==> src/rtl/if_fetch_stage_if.sv <==
// if_fetch_stage_if: bus bundle between the fetch stage, instruction memory, hazard/branch logic and decode
//   master (fetch stage): drives imem_req/imem_addr and the IF/ID outputs if_valid/if_instr/if_pc,
//                         receives imem_ack/imem_rdata, stall, br_taken/br_target
//   slave (environment):  the mirror image
interface if_fetch_stage_if #(
  parameter int ADDR_W  = 64,
  parameter int INSTR_W = 32
);
  logic               imem_req;
  logic [ADDR_W-1:0]  imem_addr;
  logic               imem_ack;
  logic [INSTR_W-1:0] imem_rdata;
  logic               stall;
  logic               br_taken;
  logic [ADDR_W-1:0]  br_target;
  logic               if_valid;
  logic [INSTR_W-1:0] if_instr;
  logic [ADDR_W-1:0]  if_pc;
  modport master (
    output imem_req, imem_addr, if_valid, if_instr, if_pc,
    input  imem_ack, imem_rdata, stall, br_taken, br_target
  );
  modport slave (
    input  imem_req, imem_addr, if_valid, if_instr, if_pc,
    output imem_ack, imem_rdata, stall, br_taken, br_target
  );
endinterface

==> src/rtl/if_fetch_stage.sv <==
// if_fetch_stage: LEGv8 instruction fetch with IF/ID register, one-outstanding imem handshake, stall skid and branch squash
//   clk   : rising-edge clock
//   reset : asynchronous active-low reset
//   bus   : if_fetch_stage_if.master (imem req/addr/ack/rdata, stall, br_taken/br_target, if_valid/if_instr/if_pc)
module if_fetch_stage #(
  parameter int                ADDR_W   = 64,
  parameter int                INSTR_W  = 32,
  parameter logic [ADDR_W-1:0] RESET_PC = '0
) (
  input logic              clk,
  input logic              reset,
  if_fetch_stage_if.master bus
);
  localparam logic [1:0] IDLE = 2'd0, FETCH = 2'd1, HOLD = 2'd2, DISCARD = 2'd3;
  logic [1:0]         state;
  logic [ADDR_W-1:0]  pc, old_addr, skid_pc, id_pc;
  logic [INSTR_W-1:0] skid_instr, id_instr;
  logic               id_valid;
  assign bus.imem_req  = state == FETCH || state == DISCARD;
  // a squashed request must stay on its original address until memory acks it
  assign bus.imem_addr = state == DISCARD ? old_addr : pc;
  assign bus.if_valid  = id_valid;
  assign bus.if_instr  = id_instr;
  assign bus.if_pc     = id_pc;
  always_ff @(posedge clk or negedge reset) begin
    if (!reset) begin
      state      <= IDLE;
      pc         <= RESET_PC;
      old_addr   <= '0;
      skid_pc    <= '0;
      skid_instr <= '0;
      id_valid   <= 1'b0;
      id_instr   <= '0;
      id_pc      <= '0;
    end else begin
      case (state)
        IDLE: state <= FETCH;
        FETCH: begin
          if (bus.br_taken) begin
            id_valid <= 1'b0;
            pc       <= bus.br_target;
            if (!bus.imem_ack) begin
              old_addr <= pc;
              state    <= DISCARD;
            end
          end else if (bus.imem_ack) begin
            pc <= pc + ADDR_W'(4);
            if (bus.stall) begin
              skid_instr <= bus.imem_rdata;
              skid_pc    <= pc;
              state      <= HOLD;
            end else begin
              id_valid <= 1'b1;
              id_instr <= bus.imem_rdata;
              id_pc    <= pc;
            end
          end else if (!bus.stall) begin
            id_valid <= 1'b0;
          end
        end
        HOLD: begin
          if (bus.br_taken) begin
            id_valid <= 1'b0;
            pc       <= bus.br_target;
            state    <= FETCH;
          end else if (!bus.stall) begin
            id_valid <= 1'b1;
            id_instr <= skid_instr;
            id_pc    <= skid_pc;
            state    <= FETCH;
          end
        end
        default: begin
          id_valid <= 1'b0;
          if (bus.br_taken) pc <= bus.br_target;
          else if (bus.imem_ack) state <= FETCH;
        end
      endcase
    end
  end
endmodule

==> src/flat_wrapper.sv <==
// flat-port wrapper written by rule: the top's interface ports become plain ports
module if_fetch_stage_flat 
#(
  parameter int                ADDR_W   = 64,
  parameter int                INSTR_W  = 32,
  parameter logic [ADDR_W-1:0] RESET_PC = '0
)
  (clk, reset, bus_imem_req, bus_imem_addr, bus_if_valid, bus_if_instr, bus_if_pc, bus_imem_ack, bus_imem_rdata, bus_stall, bus_br_taken, bus_br_target);
  if_fetch_stage_if #(.ADDR_W(ADDR_W), .INSTR_W(INSTR_W)) bus_i ();
  input logic clk;
  input logic reset;
  output wire logic [$bits(bus_i.imem_req)-1:0] bus_imem_req;
  output wire logic [$bits(bus_i.imem_addr)-1:0] bus_imem_addr;
  output wire logic [$bits(bus_i.if_valid)-1:0] bus_if_valid;
  output wire logic [$bits(bus_i.if_instr)-1:0] bus_if_instr;
  output wire logic [$bits(bus_i.if_pc)-1:0] bus_if_pc;
  input wire logic [$bits(bus_i.imem_ack)-1:0] bus_imem_ack;
  input wire logic [$bits(bus_i.imem_rdata)-1:0] bus_imem_rdata;
  input wire logic [$bits(bus_i.stall)-1:0] bus_stall;
  input wire logic [$bits(bus_i.br_taken)-1:0] bus_br_taken;
  input wire logic [$bits(bus_i.br_target)-1:0] bus_br_target;
  assign bus_imem_req = bus_i.imem_req;
  assign bus_imem_addr = bus_i.imem_addr;
  assign bus_if_valid = bus_i.if_valid;
  assign bus_if_instr = bus_i.if_instr;
  assign bus_if_pc = bus_i.if_pc;
  assign bus_i.imem_ack = bus_imem_ack;
  assign bus_i.imem_rdata = bus_imem_rdata;
  assign bus_i.stall = bus_stall;
  assign bus_i.br_taken = bus_br_taken;
  assign bus_i.br_target = bus_br_target;
  if_fetch_stage #(.ADDR_W(ADDR_W), .INSTR_W(INSTR_W), .RESET_PC(RESET_PC)) u_core (.clk(clk), .reset(reset), .bus(bus_i));
endmodule
==> config.mk <==
export PLATFORM = sky130hd
export DESIGN_NAME = if_fetch_stage_flat
export DESIGN_NICKNAME = d
export VERILOG_FILES = /design/src/rtl/if_fetch_stage_if.sv /design/src/rtl/if_fetch_stage.sv /design/src/flat_wrapper.sv
export SDC_FILE = /design/constraint.sdc
export NUM_CORES = 1
export LEC_CHECK = 0
export ABC_CLOCK_PERIOD_IN_PS = 2700
export CAP_MARGIN = 20
export CELL_PAD_IN_SITES_DETAIL_PLACEMENT = 1
export CELL_PAD_IN_SITES_GLOBAL_PLACEMENT = 1
export CORE_ASPECT_RATIO = 1.5
export CORE_UTILIZATION = 42
export DETAILED_ROUTE_END_ITERATION = 12
export PLACE_DENSITY = 0.78
export SLEW_MARGIN = 20
export SYNTH_ARGS = -nofsm -noshare
export SYNTH_HDL_FRONTEND = slang
export SYNTH_SLANG_ARGS = --single-unit
==> constraint.sdc <==
create_clock -name clk -period 2.7 [get_ports clk]
set_clock_uncertainty 0.2 [all_clocks]
set_input_delay 0.405 -clock clk [delete_from_list [all_inputs] [get_ports clk]]
set_output_delay 0.405 -clock clk [all_outputs]
set_load 0.01 [all_outputs]
---- Word level (Yosys, flattened, before mapping) ----
Cells that the tools add are included.
cells by class
  add/sub/neg operators ................... 1
  bitwise gates (word level) .............. 3
  eq/ne operators ......................... 14
  mux-type cells .......................... 32
  reduce and logical (&&, ||, !) cells .... 12
operators with widths
  kind                   count
  $mux 64                9
  $pmux 64 s2            2
  $mux 32                5
  $add 64x3->64 const B  1
  $pmux 32 s2            1
  $mux 2                 8
  $ne 3x3->1 const B     4
  $reduce_and 6->1       2
  $ne 2x2->1 const B     5
  $pmux 2 s3             1
  $reduce_and 3->1       2
  $reduce_bool 2->1      3
  $mux 1                 5
  $eq 2x2->1 const B     2
  $ne 4x1->1 const B     1
  $ne 4x4->1 const B     1
  $reduce_and 4->1       1
  $reduce_bool 4->1      1
  $not 1->1              3
  $pmux 1 s3             1
  $eq 2x1->1 const B     1
  $logic_not 2->1        1
  $reduce_and 2->1       1
  $logic_or 1x1->1       1
storage, ports and cells
  output and inout bits ................... 162
  logic and storage cells ................. 70
  register bits ........................... 323
  input port bits ......................... 101

---- Longest topological paths before layout ----
Gate-level depths: netlist (run 1).
  word-level depth ........................ 4
  gate-level depth with buffers ........... 10
  depth with buffers taken out ............ 7

---- Worst setup path after synthesis (run 1) ----
No wires, ideal clock.
  kind .................................... register to register
  start point ............................. reg u_core.state[1]
  end point ............................... reg u_core.skid_pc[11]
  required time ........................... 2,375 ps
  stages on the path, launching flop included .. 9
  data arrival time ....................... 2,128 ps
  slack ................................... 247 ps
  buffers on the path ..................... 3
  library setup time ...................... 125 ps
  period minus slack after synthesis ...... 2,453 ps
  cell sequence ........................... dfrtp_1 inv_1 ha_1 clkbuf_1 nor2b_1 nand3_1 buf_2 buf_1 mux2_2
on the way
  cells in the longest elaborated chain, start to end .. 2
ends and longest elaborated chain
  item                        line                  text
  from (decl)                 if_fetch_stage.sv:15  logic [1:0] state;
  from (signal assigned)      if_fetch_stage.sv:27  state <= IDLE;
  from (signal assigned)      if_fetch_stage.sv:37  IDLE: state <= FETCH;
  from (signal assigned)      if_fetch_stage.sv:44  state <= DISCARD;
  $eq 2x1->1                  if_fetch_stage.sv:36  case (state)
  $reduce_and 4->1 (no line)  n/a
  to (signal assigned)        if_fetch_stage.sv:50  skid_pc <= pc;
  to (decl)                   if_fetch_stage.sv:16  logic [ADDR_W-1:0] pc, old_addr, skid_pc, id_pc;
No other way between the ends.
A chain may end at the register's enable or synchronous reset.

---- Worst setup path in the final report (run 1) ----
  start point ............................. reg u_core.state[1]
  end point ............................... out bus_imem_addr[40]
on the way
  cells in the longest elaborated chain, start to end .. 2
ends and longest elaborated chain
  item        line                  text
  $eq 2x2->1  if_fetch_stage.sv:21  assign bus.imem_addr = state == DISCARD ? old_addr : pc;
  $mux 64     if_fetch_stage.sv:21
  to (decl)   flat_wrapper.sv:13    output wire logic [$bits(bus_i.imem_addr)-1:0] bus_imem_addr;
No other way between the ends.

==> results of run 1 <==
==> placed cells by master, fill, tap and decap left out, drive strengths merged, types with 5 or more instances in the layout <==
master,n
dfrtp,323
mux2,196
nand2,196
clkdlybuf4s50,196
o21ai,153
buf,145
mux2i,99
clkbuf,67
nor2,64
a21oi,46
nand3,43
nand4,35
nor3,22
and3,21
clkdlybuf4s15,19
nor4,19
dlygate4sd2,17
o22ai,15
or3,15
inv,14
a211oi,11
o211ai,9
a2bb2oi,8
o22a,8
and4,8
a31oi,7
or4,5
ha,5
==> cell type report <==
| type | instances | share of cell area (%) |
|---|---|---|
| Multi-Input combinational cell | 1039 | 34.6 |
| Antenna cell | 3 | 0.0357 |
| Clock buffer | 49 | 5.00 |
| Clock inverter | 9 | 0.702 |
| Tap cell | 489 | 2.91 |
| Sequential cell | 323 | 38.4 |
| Inverter | 14 | 0.250 |
| Timing Repair Buffer | 396 | 18.1 |
==> worst paths after layout <==
check	startpoint	endpoint	slack [ns]	depth (start not counted)
max	u_core.state[1]	bus_imem_addr[40]	-0.009	7
min	reset	u_core.skid_pc[52]	0.16	2
max reg2reg	u_core.pc[2]	u_core.pc[62]	0.11	6
min reg2reg	u_core.bus.if_instr[13]	u_core.bus.if_instr[13]	0.27	2
max in group asynchronous	reset	u_core.skid_instr[26]	1.32	3
min in group clk	bus_br_target[26]	u_core.pc[26]	0.27	3
==> power by group through the flow <==
stage	combinational (mW)	clock, mW	sequential [mW]
floorplan	6.92	0	8.73
global placement	12.7	0	8.73
detailed placement	13.2	0	8.95
CTS	13.0	5.17	8.90
global route	14.3	5.34	9.20
finish	13.3	5.06	8.94
==> repair_timing <==
action,4_1_cts,5_1_grt
setup buffers,6,3
hold buffers,1,0
pin swaps,1,1
endpoints found under the setup margin,65,53
gates cloned,1,3
endpoints found under the hold margin,90,0
resized for setup,125,65
==> worst register-to-register path, cell delays in order, from the launching register on <==
cell	delay, ns
dfrtp_1	0.38
ha_1	0.24
nand3_1	0.18
nor3_1	0.49
nand4_1	0.36
or3_1	0.41
a211oi_1	0.24
==> routing by layer <==
layer  vias to the layer above  track usage [%]  wire, microns
met5                         -                0              0
met4                         0             15.0           2680
met3                       116             2.90           2010
met2                       405             50.1          28200
met1                      6810             30.8          20200
li1                       6014                -              -
==> cell families (layout without fill, tap and decap cells) <==
kind of cell	after synthesis	count (layout)
other	0	3
and+or+nand+nor	444	444
adders and majority gates	5	5
buffers and inverters	150	468
AOI/OAI and AO/OA	295	295
DFF	323	323
muxes	295	295
==> state kept, by name (all words and copies together) (netlist names) <==
name and count:
u_core.state 2, u_core.bus.if_valid 1, u_core.old_addr 64, u_core.skid_instr 32, u_core.bus.if_pc 64, u_core.skid_pc 64, u_core.pc 64, u_core.bus.if_instr 32
==> stage by stage <==
step / hold WS (ns) / std cells / power (mW)
after floorplan: -0.0906 / 1512 / 15.6
after global placement: 0.150 / 2247 / 21.4
after detailed placement: 0.155 / 2247 / 22.1
after CTS: 0.168 / 2313 / 27.1
after global routing: 0.193 / 2322 / 28.8
final: 0.164 / 2322 / 27.3
==> impl_results.md, run 1 <==
- Type of the tightest min-delay check: in2async
- RSZ-0062 raised after global routing: yes
- Setup crit start kind: register
- DRC: 0
- Max-cap violations: 0
- Sequential-to-total area share from yosys stat: 50.5%
- Post-synth EDFFs: 0
- Post-DP HPWL: 36900 microns
- Clk pwr share: 18.6%
- Internal power: 16.8 mW
- Initial antenna violation count: 3
- GRT overflow: 0
- Dominant cell type by area after synthesis: dfrtp_1
- All-Layer GR Usage: 27.3%
- Crit path cell chain: ha_4, buf_4, buf_12, buf_8, buf_4, o21ai_0, buf_2
- Syn Area/Cell: 10.6 sq um
- Worst-margin pin slew: 0.649 ns
- Setup WS post-layout: -0.00938 ns
- Psw: 10.4 mW
- Outcome: finished, violations left
- Cell Area, Synth: 16000 sq um
- WP buf/inv: 5
- Power share of the sequential group: 32.8%
- Synth Area in XOR/XNOR: 0%
- Crit-path slowest cell: dfrtp_1
- Synth top area share: 50.5%
- Die Width: 161 microns
- Critical path class: reg2out
- Failing checks: setup timing
- Fin crit period: 2.71 ns
- Critical path required time: 2.10 ns
- Top Family by Delay on Critical Path: buffers and inverters
- Design area: 21000 sq um
- Yosys warns: 0
- Placed cell area: 19700 sq um
- Maximum VDD drop: 0.656 mV
- Synth Net Count: 1618
- Async S/R FF share, synth: 100%
- CTS buffer count: 35
- Synth Area in Compound Gates: 11.0%
- Initial Util: 42.6%
- CP max FO: 6
- First-pass GRT wire length: 82300 microns
- # nets final: 1915
- Top_reg_cell synth: dfrtp_1
- Final core utilization: 56.0%
- Starting DRC count in detailed routing: 896
- CTS tree: built
- Clock latency on the worst-skew pair: 0.54 ns
- Count leader, synth: dfrtp_1
- Area of the multi-input gates: 7290 sq um
- Clock transition at the registers of the reported paths: 0.06 ns
- DP Worst Slack: -0.0946 ns
- Flops & latches, synth: 323
- Synthesis-to-finish area growth: 31.4%
- Synth cell types: 66
- CP Capture Type: primary output
- GPL Wtd Cong: 0.919
- Routed Antenna Nets: 0
- Setup TNS: -0.00938 ns
- Clock sinks: 323
- Arrival @ worst endpoint: 2.10 ns
- Total die area: 38900 sq um
- Sw frac: 38.2%
- Worst-case clock buffer depth: 3
- Most common cell on crit path: buf_4
- Mux cell area share after synthesis: 20.0%
- Achievable clock frequency: 369 MHz
- Synth Area in Adders: 0.391%
- Dominant cells by area after synthesis: dfrtp_1, mux2_2, mux2i_1
- Main combinational cell family by area after synthesis: multiplexers
- Detailed Routing Iterations Pass 1: 6
- Logic gate share of total power: 48.6%
- Max incr delay on CP: 0.42 ns
- Number of global-route vias before repair: 14423
- Slew margin rel.: 56.7%
- CTS Root Buffer Type: clkbuf_16
- Row cnt: 87
- Largest net degree at the start of global routing: 105
- Fillers: 3989
- Total leakage power: 8.82 nW
- Vias per std cell: 5.75
- Routed WL: 53100 microns
- Layout cells sized above 1: 24.4%
- Final setup violation count: 1
- Die H: 241 microns
- H-tree depth: 2
- Port Buf Inserts: 262
- Post-Synth Simple-Gate Area: 13.6%
- I/O Pins: 263
- Gate Count Post-Synth: 1512
- Vias: 13345
- Synth top cells by count: dfrtp_1, mux2_2, nand2_1
- Pwr per Cell Area: 1300 nW/um^2
- Register area: 8080 sq um
- Final hold viol count: 0
- Final Max Slew Viols: 0
- Wire per inst: 22.8 microns
- CORE AREA: 37600 sq um
- Fin crit share: 100%
Note: power is estimated with default switching activity, not from simulation.
==> run 2, diff against run 1 <==
- MAX_ROUTING_LAYER: unset -> met4
==> run 2 against run 1 <==
Effect of this change: the run still ends with setup timing left; via count increased by 0.86%; sequential share of layout area about the same; final cell count increased by 0.34%; count of clock-buffer cells in the layout increased by 1; sequential cell count unchanged; critical path depth decreased by 2; global-route usage increased by 1.4 points; clock power decreased by 2%; register-to-register slack improved by 0.08 ns; core utilization about the same; largest cell class unchanged.
==> impl_results.md, run 2 (same netlist as run 1, synthesis figures left out) <==
- Fin crit period: 2.70 ns (was 2.71 ns)
- CTS buffer count: 34 (was 35)
- Detailed Routing Iterations Pass 1: 5 (was 6)
- Max incr delay on CP: 0.40 ns (was 0.42 ns)
- Row cnt: 87 (unchanged)
- Setup crit start kind: register (unchanged)
- DRC: 0 (unchanged)
- Largest net degree at the start of global routing: 103 (was 105)
- Worst flop-to-flop path endpoint: u_core.pc[50] (was u_core.pc[62])
- CTS Root Buffer Type: clkbuf_16 (unchanged)
- H-tree depth: 2 (unchanged)
- RSZ-0062 raised after global routing: yes (unchanged)
- # nets final: 1918 (was 1915)
- Achievable clock frequency: 370 MHz (was 369 MHz)
- Most frequent cells in the layout: dfrtp_1, mux2_2, nand2_1, clkdlybuf4s50_1, o21ai_0 (unchanged)
- Initial antenna violation count: 7 (was 3)
- Critical path class: reg2out (unchanged)
- Vias: 13460 (was 13345)
- Slew margin rel.: 61.3% (was 56.7%)
- Reg-to-Reg Start: u_core.state[0] (was u_core.pc[2])
- Final hold viol count: 0 (unchanged)
- Pwr per Cell Area: 1280 nW/um^2 (was 1300 nW/um^2)
- Maximum VDD drop: 0.572 mV (was 0.656 mV)
- CP max FO: 10 (was 6)
- Fin crit share: 100% (about the same)
- Arrival @ worst endpoint: 2.10 ns (about the same)
- Vias per std cell: 5.78 (was 5.75)
- Post-DP HPWL: 36900 microns (about the same)
- Initial Util: 42.6% (unchanged)
- Crit path cell chain: ha_4, buf_12, buf_8, mux2_2, dlygate4sd2_1 (was ha_4, buf_4, buf_12, buf_8, buf_4, o21ai_0, buf_2)
- Number of global-route vias before repair: 14597 (was 14423)
- Critical path required time: 2.10 ns (about the same)
- Final setup violation count: 1 (unchanged)
- Synthesis-to-finish area growth: 31.4% (about the same)
- All-Layer GR Usage: 28.6% (was 27.3%)
- Fillers: 4037 (was 3989)
- Commonest non-fill, non-tap cell in the layout: dfrtp_1 (unchanged)
- Worst-case clock buffer depth: 3 (unchanged)
- Failing checks: setup timing (unchanged)
- Clock latency on the worst-skew pair: 0.54 ns (about the same)
- GRT overflow: 0 (unchanged)
- Die H: 241 microns (unchanged)
- Outcome: finished, violations left (unchanged)
- Total leakage power: 8.84 nW (was 8.82 nW)
- Reg2reg setup slack: 0.19 ns (was 0.11 ns)
- CP Launch Point: u_core.state[1] (unchanged)
- Starting DRC count in detailed routing: 798 (was 896)
- Register area: 8080 sq um (unchanged)
- Layout cells sized above 1: 23.3% (was 24.4%)
- GPL Wtd Cong: 0.933 (was 0.919)
- Total die area: 38900 sq um (unchanged)
- Area of the multi-input gates: 7270 sq um (was 7290 sq um)
- Routed Antenna Nets: 0 (unchanged)
- I/O Pins: 263 (unchanged)
- Worst-margin pin slew: 0.581 ns (was 0.649 ns)
- Port Buf Inserts: 262 (unchanged)
- Clock sinks: 323 (unchanged)
- Design area: 21100 sq um (was 21000 sq um)
- Clock transition at the registers of the reported paths: 0.06 ns (about the same)
- Final Max Slew Viols: 0 (unchanged)
- Final total power: 26.9 mW (was 27.3 mW)
- Max-cap violations: 0 (unchanged)
- CP Capture Type: primary output (unchanged)
- Type of the tightest min-delay check: in2async (unchanged)
- Routed WL: 53300 microns (was 53100 microns)
- Crit-path slowest cell: dfrtp_1 (unchanged)
- Placed cell area: 19800 sq um (was 19700 sq um)
- CORE AREA: 37600 sq um (unchanged)
- Wire per inst: 22.9 microns (was 22.8 microns)
- CTS tree: built (unchanged)
- Setup WS post-layout: -0.00433 ns (was -0.00938 ns)
- First-pass GRT wire length: 83200 microns (was 82300 microns)
- Die Width: 161 microns (unchanged)
- R2r worst-path depth: 8 (was 6)
==> run 2: metrics by stage <==
step	setup TNS (ns)	util, %	worst slack, ns	hold WS (ns)	instances
after floorplan	0	-	0.247	-0.0906	1512
after global placement	-0.0187	52.7	-0.0187	0.197	2256
after detailed placement	-0.110	52.7	-0.0596	0.191	2256
after CTS	-0.162	55.9	-0.162	0.215	2322
after global routing	-1.01	56.1	-0.0664	0.246	2330
final	-0.00433	56.1	-0.00433	0.212	2330
==> run 2: report_power, final <==
part	internal, mW	leakage, nW	switching (mW)	total (mW)
Combinational	6.41	4.38	6.74	13.1
Clock	2.95	0.574	2.00	4.95
Sequential	7.25	3.88	1.58	8.83
==> run 2: area by class of cell <==
class	instances	area share (%)
flip-flops and latches	323	38.4
multi-input cells	1039	34.5
repair buffers	400	18.3
clock buffers	50	4.92
well taps	489	2.91
clock inverters	9	0.606
inverters	14	0.250
diodes	6	0.0713
==> run 2: per-layer routing <==
layer  GRT usage [%]  part of all wire, %  vias to the layer above  wire length (microns)
met5               -                    0                        -                      0
met1            31.1                   38                     6855                  20000
met3            3.87                  4.6                      151                   2440
li1                -                    -                     6021                      -
met4            17.4                  5.7                        0                   3030
met2            49.7                   52                      433                  27800
==> run 2: worst max-delay path by stage <==
stage / endpoint / slack [ns] / depth (start not counted)
3_3_place_gp: u_core.pc[50] / -0.02 / 6
2_1_floorplan: u_core.skid_pc[11] / 0.25 / 8
6_report: bus_imem_addr[62] / -0.004 / 5
4_1_cts: bus_imem_req / -0.16 / 5
3_5_place_dp: u_core.pc[50] / -0.06 / 6
5_1_grt: bus_imem_addr[2] / -0.07 / 5
==> run 2: what timing repair did <==
action                                  CTS  global route
gates cloned                              1             1
gates resized for setup                  77            46
buffers inserted                          5             1
endpoints found under the hold margin    43             0
hold buffers                              1             0
pin swaps                                 1             1
endpoints found under the setup margin   65            55
==> run 2: worst max-delay path: cells and delay by family (launching register included) <==
| kind | cells | cell delay, ns |
|---|---|---|
| buffers and inverters | 3 | 0.62 |
| DFF | 1 | 0.40 |
| muxes | 1 | 0.36 |
| adders and majority gates | 1 | 0.18 |
==> run 3, diff against run 2 <==
==> constraint.sdc (replaced) <==
create_clock -name clk -period 2.7 [get_ports clk]
set_clock_uncertainty 0.2 [all_clocks]
set_input_delay 0.54 -clock clk [delete_from_list [all_inputs] [get_ports clk]]
set_output_delay 0.54 -clock clk [all_outputs]
set_load 0.01 [all_outputs]
==> run 3 against run 2 <==
Effect of this change: the run still ends with setup timing left; core utilization grew 0.97 points; clock power shrank 4.2%; die area is the same; first-iteration DRC count grew 1.3%; critical endpoint is now bus_imem_addr[30]; largest power group unchanged; highest routed layer unchanged.
==> impl_results.md, run 3 (same netlist as run 1, synthesis figures left out) <==
- Outcome: finished, violations left (unchanged)
- Failing checks: setup timing (unchanged)
- Achievable clock frequency: 362 MHz (was 370 MHz)
- Layout cells sized above 1: 27.1% (was 23.3%)
- Final hold viol count: 0 (unchanged)
- Die Width: 161 microns (unchanged)
- Initial antenna violation count: 2 (was 7)
- Row cnt: 87 (unchanged)
- CP Capture Type: primary output (unchanged)
- GRT overflow: 0 (unchanged)
- Pwr per Cell Area: 1320 nW/um^2 (was 1280 nW/um^2)
- Largest net degree at the start of global routing: 113 (was 103)
- Maximum VDD drop: 0.558 mV (was 0.572 mV)
- Max-cap violations: 0 (unchanged)
- H-tree depth: 2 (unchanged)
- Total die area: 38900 sq um (unchanged)
- Final setup violation count: 22 (was 1)
- Port Buf Inserts: 262 (unchanged)
- GR Layer Usage met3: 3.99% (was 3.87%)
- First-pass GRT wire length: 84500 microns (was 83200 microns)
- Vias: 13495 (was 13460)
- DRC: 0 (unchanged)
- All-Layer GR Usage: 29.1% (was 28.6%)
- Worst-case clock buffer depth: 3 (unchanged)
- Total leakage power: 9.08 nW (was 8.84 nW)
- Design area: 21400 sq um (was 21100 sq um)
- Placed cell area: 19800 sq um (about the same)
- GPL Wtd Cong: 0.948 (was 0.933)
- Met2 Usage GRT: 50.6% (was 49.7%)
- Number of global-route vias before repair: 14563 (was 14597)
- Initial Util: 42.6% (unchanged)
- Arrival @ worst endpoint: 2.02 ns (was 2.10 ns)
- Routed Antenna Nets: 0 (unchanged)
- Detailed Routing Iterations Pass 1: 5 (unchanged)
- R2r worst-path depth: 5 (was 8)
- Worst flop-to-flop path endpoint: u_core.pc[62] (was u_core.pc[50])
- Type of the tightest min-delay check: reg2reg (was in2async)
- # nets final: 1930 (was 1918)
- Clock latency on the worst-skew pair: 0.53 ns (was 0.54 ns)
- Slew margin rel.: 61.3% (about the same)
- Final Max Slew Viols: 0 (unchanged)
- Critical path required time: 1.96 ns (was 2.10 ns)
- Met1 Resource Use GR: 31.9% (was 31.1%)
- Fin crit share: 102% (was 100%)
- Setup TNS: -0.969 ns (was -0.00433 ns)
- Vias per std cell: 5.77 (was 5.78)
- Routed WL: 54600 microns (was 53300 microns)
- Reg-to-Reg Start: u_core.pc[31] (was u_core.state[0])
- Reg2reg setup slack: 0.14 ns (was 0.19 ns)
- Clock sinks: 323 (unchanged)
- Setup WS post-layout: -0.0598 ns (was -0.00433 ns)
- CP endpoint: bus_imem_addr[30] (was bus_imem_addr[62])
- CP max FO: 7 (was 10)
- CTS Root Buffer Type: clkbuf_16 (unchanged)
- DP Worst Slack: -0.0444 ns (was -0.0596 ns)
- I/O Pins: 263 (unchanged)
- Setup crit start kind: register (unchanged)
- CTS tree: built (unchanged)
- Most frequent cells in the layout: dfrtp_1, clkdlybuf4s50_1, nand2_1 (was dfrtp_1, mux2_2, nand2_1, clkdlybuf4s50_1, o21ai_0)
- Final total power: 28.2 mW (was 26.9 mW)
- Fin crit period: 2.76 ns (was 2.70 ns)
- Post-DP HPWL: 37000 microns (was 36900 microns)
- Starting DRC count in detailed routing: 808 (was 798)
- Commonest non-fill, non-tap cell in the layout: dfrtp_1 (unchanged)
- Critical path class: reg2out (unchanged)
- CP Launch Point: u_core.state[1] (unchanged)
- Fillers: 3981 (was 4037)
- Worst-margin pin slew: 0.580 ns (was 0.581 ns)
- Most Used Layer, Global Route: met2 (unchanged)
- Final core utilization: 57.0% (was 56.1%)
- RSZ-0062 raised after global routing: yes (unchanged)
- Wire per inst: 23.3 microns (was 22.9 microns)
- Synthesis-to-finish area growth: 33.7% (was 31.4%)
- CTS buffer count: 35 (was 34)
- Die H: 241 microns (unchanged)
- CORE AREA: 37600 sq um (unchanged)
- Clock transition at the registers of the reported paths: 0.06 ns (about the same)
==> run 3: cell count changes in the layout (fill, tap and decap cells not counted), moves of 4 or more <==
cell	delta
buf_12	+7
buf_2	+25
buf_6	+33
clkbuf_1	+5
clkbuf_2	-9
clkdlybuf4s15_1	-18
clkdlybuf4s15_2	+4
diode_2	-4
dlygate4sd2_1	-34
mux2_2	-37
mux2_4	+37
o21ai_0	-8
o21ai_2	+7
==> run 3: stage by stage <==
| stage | instances | hold WS (ns) |
|---|---|---|
| floorplan | 1512 | 0.0444 |
| global placement | 2251 | 0.261 |
| detailed placement | 2251 | 0.269 |
| CTS | 2334 | 0.282 |
| global route | 2339 | 0.300 |
| finish | 2339 | 0.275 |
==> run 3: critical path, stage by stage (launching register included) <==
cell	delay (ns)
dfrtp_1	0.41
ha_4	0.22
buf_12	0.14
buf_12	0.13
buf_16	0.15
mux2_4	0.31
buf_6	0.12
==> run 3: timing repair <==
action	CTS	global route
setup endpoints to repair	65	49
pin swaps	2	2
hold buffers	1	0
cloned	6	2
buffers inserted	18	3
gates resized for setup	342	44
endpoints found under the hold margin	44	0
==> run 3: cell type report <==
class | instances | area [sq um] | share of cell area [%]
Clock inverter | 6 | 66.3 | 0.310
Multi-Input combinational cell | 1039 | 7460 | 34.8
Timing Repair Buffer | 411 | 4080 | 19.0
Tap cell | 489 | 612 | 2.86
Sequential cell | 323 | 8080 | 37.8
Antenna cell | 2 | 5.00 | 0.0234
Inverter | 14 | 52.6 | 0.245
Clock buffer | 55 | 1050 | 4.92
==> run 3: worst min path at each step <==
stage,to,cells after the start,slack [ns],start
after global routing,u_core.bus.if_pc[52],2,0.30,u_core.bus.if_pc[52]
after detailed placement,u_core.bus.if_pc[8],2,0.27,u_core.bus.if_pc[8]
after floorplan,u_core.bus.if_instr[0],0,0.04,reset
after CTS,u_core.bus.if_pc[52],2,0.28,u_core.bus.if_pc[52]
after global placement,u_core.bus.if_pc[8],2,0.26,u_core.bus.if_pc[8]
final,u_core.bus.if_pc[52],2,0.28,u_core.bus.if_pc[52]
==> run 3: routing by layer <==
| metal | vias up | part of all wire (%) |
|---|---|---|
| met3 | 169 | 4.2 |
| met2 | 433 | 52 |
| li1 | 6051 | - |
| met5 | - | 0 |
| met4 | 0 | 6.0 |
| met1 | 6842 | 37 |
==> run 3: report_power, final <==
group / leakage, nW / total [mW] / internal, mW / switching (mW)
clock network: 0.536 / 4.74 / 2.78 / 1.96
logic: 4.66 / 14.4 / 7.36 / 7.05
registers: 3.88 / 9.06 / 7.25 / 1.81
total: 9.08 / 28.2 / 17.4 / 10.8
